==> config.mk <==
export PLATFORM = sky130hd
export DESIGN_NAME = fifo_wr_arb
export DESIGN_NICKNAME = d
export VERILOG_FILES = /design/src/rtl/fifo_wr_arb.sv
export SDC_FILE = /design/constraint.sdc
export NUM_CORES = 1
export LEC_CHECK = 0
export ABC_AREA = 1
export CELL_PAD_IN_SITES_DETAIL_PLACEMENT = 2
export CELL_PAD_IN_SITES_GLOBAL_PLACEMENT = 2
export CORE_MARGIN = 1
export CORE_UTILIZATION = 17
export DETAILED_ROUTE_END_ITERATION = 7
export PLACE_DENSITY_LB_ADDON = 0.1
export SLEW_MARGIN = 10
export SYNTH_ARGS = -nofsm -noshare
export SYNTH_HDL_FRONTEND = slang
export SYNTH_SLANG_ARGS = --single-unit
==> constraint.sdc <==
create_clock -name wclk -period 1.65 [get_ports wclk]
set_input_delay 0.165 -clock wclk [delete_from_list [all_inputs] [get_ports wclk]]
set_output_delay 0.165 -clock wclk [all_outputs]
set_load 0.01 [all_outputs]
==> src/rtl/fifo_wr_arb.sv <==
// Round-robin write arbiter for an async-FIFO write port: grants one requester at a
// time for a burst of up to MAX_BURST words, stalls on wfull, releases on idle/burst end.
module fifo_wr_arb #(
  parameter int NREQ      = 4,
  parameter int DATA_WD   = 8,
  parameter int MAX_BURST = 4
) (
  input  logic                      wclk,
  input  logic                      wrst_n,
  input  logic [NREQ-1:0]           req,
  input  logic [NREQ*DATA_WD-1:0]   req_data,
  input  logic                      wfull,
  output logic [NREQ-1:0]           grant,
  output logic [NREQ-1:0]           ack,
  output logic                      winc,
  output logic [DATA_WD-1:0]        wdata
);

  localparam int IDX_W = (NREQ > 1) ? $clog2(NREQ) : 1;
  localparam int CNT_W = $clog2(MAX_BURST + 1);
  localparam logic [IDX_W-1:0] LAST_RST = IDX_W'(NREQ - 1);
  localparam logic [CNT_W-1:0] CNT_LAST = CNT_W'(MAX_BURST - 1);

  typedef enum logic {IDLE, BUSY} state_e;

  state_e             state_q, state_d;
  logic [IDX_W-1:0]   owner_q, owner_d;
  logic [IDX_W-1:0]   last_owner_q, last_owner_d;
  logic [CNT_W-1:0]   cnt_q, cnt_d;
  logic [IDX_W-1:0]   pick;
  logic [IDX_W-1:0]   cand;
  logic               own_req;

  // Walk downward so the candidate closest to last_owner+1 is the one left standing.
  always_comb begin
    pick = last_owner_q;
    cand = '0;
    for (int k = NREQ; k >= 1; k--) begin
      cand = IDX_W'((int'(last_owner_q) + k) % NREQ);
      if (req[cand]) pick = cand;
    end
  end

  assign own_req = req[owner_q];

  always_comb begin
    state_d      = state_q;
    owner_d      = owner_q;
    last_owner_d = last_owner_q;
    cnt_d        = cnt_q;
    grant        = '0;
    ack          = '0;
    winc         = 1'b0;
    wdata        = '0;
    case (state_q)
      IDLE: begin
        if (|req) begin
          owner_d = pick;
          cnt_d   = '0;
          state_d = BUSY;
        end
      end
      BUSY: begin
        grant = NREQ'(1) << owner_q;
        winc  = own_req & ~wfull;
        ack   = winc ? grant : '0;
        wdata = req_data[int'(owner_q)*DATA_WD +: DATA_WD];
        if (winc) cnt_d = cnt_q + 1'b1;
        // A stalled owner (req high, wfull high) neither writes nor releases.
        if (!own_req || (winc && (cnt_q == CNT_LAST))) begin
          state_d      = IDLE;
          last_owner_d = owner_q;
        end
      end
      default: state_d = IDLE;
    endcase
  end

  always_ff @(posedge wclk or negedge wrst_n) begin
    if (!wrst_n) begin
      state_q      <= IDLE;
      owner_q      <= '0;
      last_owner_q <= LAST_RST;
      cnt_q        <= '0;
    end else begin
      state_q      <= state_d;
      owner_q      <= owner_d;
      last_owner_q <= last_owner_d;
      cnt_q        <= cnt_d;
    end
  end

endmodule

==> results.toml <==
[routing]
drt_wl_total_um = 4110
first_pass_iters = 2
antenna_left = 0
drcViolationCount = 0
drt_iter0_markers = 21
num_vias = 1270
wl_per_cell_um = 14.27
vias_per_cell = 4.410

[critical_path]
path_depth = 10
cp.required_ns = 1.48
cp_num_buf_inv = 5
crit_family = "buffers and inverters"
reg2reg_setup_slack_ns = 0.03
arrival_ns = 1.52
path_cells = "inv_2 -> buf_6 -> nor2_4 -> buf_6 -> nand2_4 -> nand4_4 -> nand2_4 -> buf_6 -> nor2_4 -> buf_6"
startpoint_type = "flip-flop"
cpPeakStageDelay_ns = 0.38
crit_slowest_cell = "dfrtp_2"
crit_top_cell = "buf_6"
crit_path_end_kind = "output port"
r2r.worst_path.cells = 13
cp_max_fo = 3
crit_type = "reg2out"

[sta]
maxSlewHeadroom = 0.7483
slew_violations = 0
post-route-min-period_ns = 1.683
setup_ws_ns = -0.03271
rsz0062_at_grt = "yes"
fmax_ghz = 0.5943
final-hold-violation-count = 0
setup_viol = 4
setup_tns_ns = -0.07608
tightest_slew_ns = 0.3763
final.setup_skew_ns = 0.001131
fin_crit_sh = 1.020

[place]
io_buffer_count = 55
gp_congestion = 0.7375
dp_hpwl_um = 3257

[logic_synthesis]
synth-simple-area-share = 0.4836
synth-compound-area-share = 0.1641
ys_seq_elements = 8
synthMostInstantiatedCell = "nand2_1"
synth_fp_nets = 180
synth_edf_count = 0
yosysSeqAreaShare = 0.2311
synth_ff_type = "dfrtp_1"
post-synth-top-area-cell = "nand2_1"
syn_inst = 139
yosys.area.top_type_share = 0.2054
yosys_warnings = 0
synth_cell_types = 23
ys_top_cells_by_area = "nand2_1, dfrtp_1, nand3_1"
synth_mux_area_frac = 0
synth_top_cells_by_count = "nand2_1, nand3_1, nor2_1"
syn_area_um2 = 877.1
syn_area_per_cell_um2 = 6.310
synthAdderAreaFrac = 0.02853
synth_top_family_by_area = "simple AND/OR/NAND/NOR gates"
ys_async_sr_fraction = 1.000
synthXorXnorAreaFrac = 0

[power_and_ir_drop]
p_leak_nw = 0.8216
cellPowerDensity_nw_per_um2 = 1654
irDropWorstVdd_v = 0.0006027
power.total_mw = 2.896

[floorplan]
die_height_um = 73.83
initial_utilization = 0.1809
rows = 25
die_w_um = 73.83
die-area_um2 = 5451
num_io_pins = 56
core_area_um2 = 4848

[run_status]
status = "complete, but fails checks"
violations = "setup timing"

[finish]
final_util = 0.3610
diodes = 0
area_growth_pct = 99.57
layout-drive-gt1-share = 0.3258
nNetsFinal = 264

[cts]
h-tree-depth = 1
cts.clk_slew.worst_paths_ns = 0.04
cts_made_buffers = 3
cts_tree = "built"
clk_path_buf_depth = 2
clock_sinks = 8
cts_root_buffer = "clkbuf_8"
clkLatencyLatePin_ns = 0.22

[global_route]
antenna_found_initial = 0
grt_pass1_vias = 1374
grt_usage = 0.1492
gr-total-overflow = 0
grt_max_degree = 13
grt_first_pass_wirelength_um = 6361

[min_path]
hold_class = "in2async"

[job]
drv_cap = 0
## final timing paths
check | start | to
worst max-delay path | owner_q[0]$_DFFE_PN0P_ | ack[0]
worst min-delay path | wrst_n | state_q$_DFF_PN0_
worst max register to register | owner_q[0]$_DFFE_PN0P_ | last_owner_q[1]$_DFFE_PN1P_
worst min register to register | last_owner_q[0]$_DFFE_PN1P_ | last_owner_q[0]$_DFFE_PN1P_
max in group asynchronous | wrst_n | last_owner_q[1]$_DFFE_PN1P_
min in group wclk | last_owner_q[0]$_DFFE_PN1P_ | last_owner_q[0]$_DFFE_PN1P_
## cell type report
class,instances,area (µm²)
Inverter,12,45.04
Clock buffer,3,41.29
Tap cell,67,83.83
Multi-Input combinational cell,113,630.6
Fill cell,588,3098
Sequential cell,8,205.2
Timing Repair Buffer,85,744.5
## where the power goes
| part | switching (mW) | internal (mW) |
|---|---|---|
| sequential | 0.108 | 0.306 |
| combinational | 1.20 | 1.05 |
| clock | 0.0730 | 0.158 |
| total | 1.38 | 1.52 |
## logic make-up after synthesis
kind of cell             Yosys count
adder cells (fa/ha/maj)            2
AO/OA/AOI/OAI                     22
AND/OR/NAND/NOR                   89
buffers and inverters             18
flip-flops                         8
## through the flow
stage,worst slack [ns],hold slack [ns],instances,area [µm²]
3_5_place_dp,-0.1720,0.4740,276,1645
4_1_cts,-0.1207,0.2344,283,1663
6_report,-0.03271,0.2290,288,1750
5_1_grt,-0.1205,0.2564,288,1750
2_1_floorplan,0.2820,-0.1306,139,877.1
3_3_place_gp,-0.1264,0.4676,276,1645
## routing by layer
metal	track usage	routed length [µm]	share of wire
met1	0.1811	1774	0.43
met2	0.2875	2102	0.51
met3	0.01783	234	0.057
met4	0.01282	0	0
met5	0	0	0
## what timing repair did
action	CTS	global route
pin swaps	1	5
setup endpoints to repair	17	15
setup buffers	4	5
hold buffers	0	0
gates resized for setup	58	24
## registers in the layout (all words and copies together) (netlist names)
| register | flops |
|---|---|
| cnt_q | 3 |
| owner_q | 2 |
| state_q | 1 |
| last_owner_q | 2 |
## placed cells by master, fill, tap and decap left out, types with 4 or more instances in the layout
cell type,Yosys,final
nand2_1,48,46
clkdlybuf4s50_1,0,38
buf_4,1,24
nand3_1,19,19
nor2_1,14,10
buf_2,2,10
inv_1,9,9
a31oi_1,8,8
buf_6,1,8
a22oi_1,8,7
nor2_4,2,4
nand2_2,2,4
dfrtp_1,6,4
No activity file was read; power rests on OpenSTA's default activity.
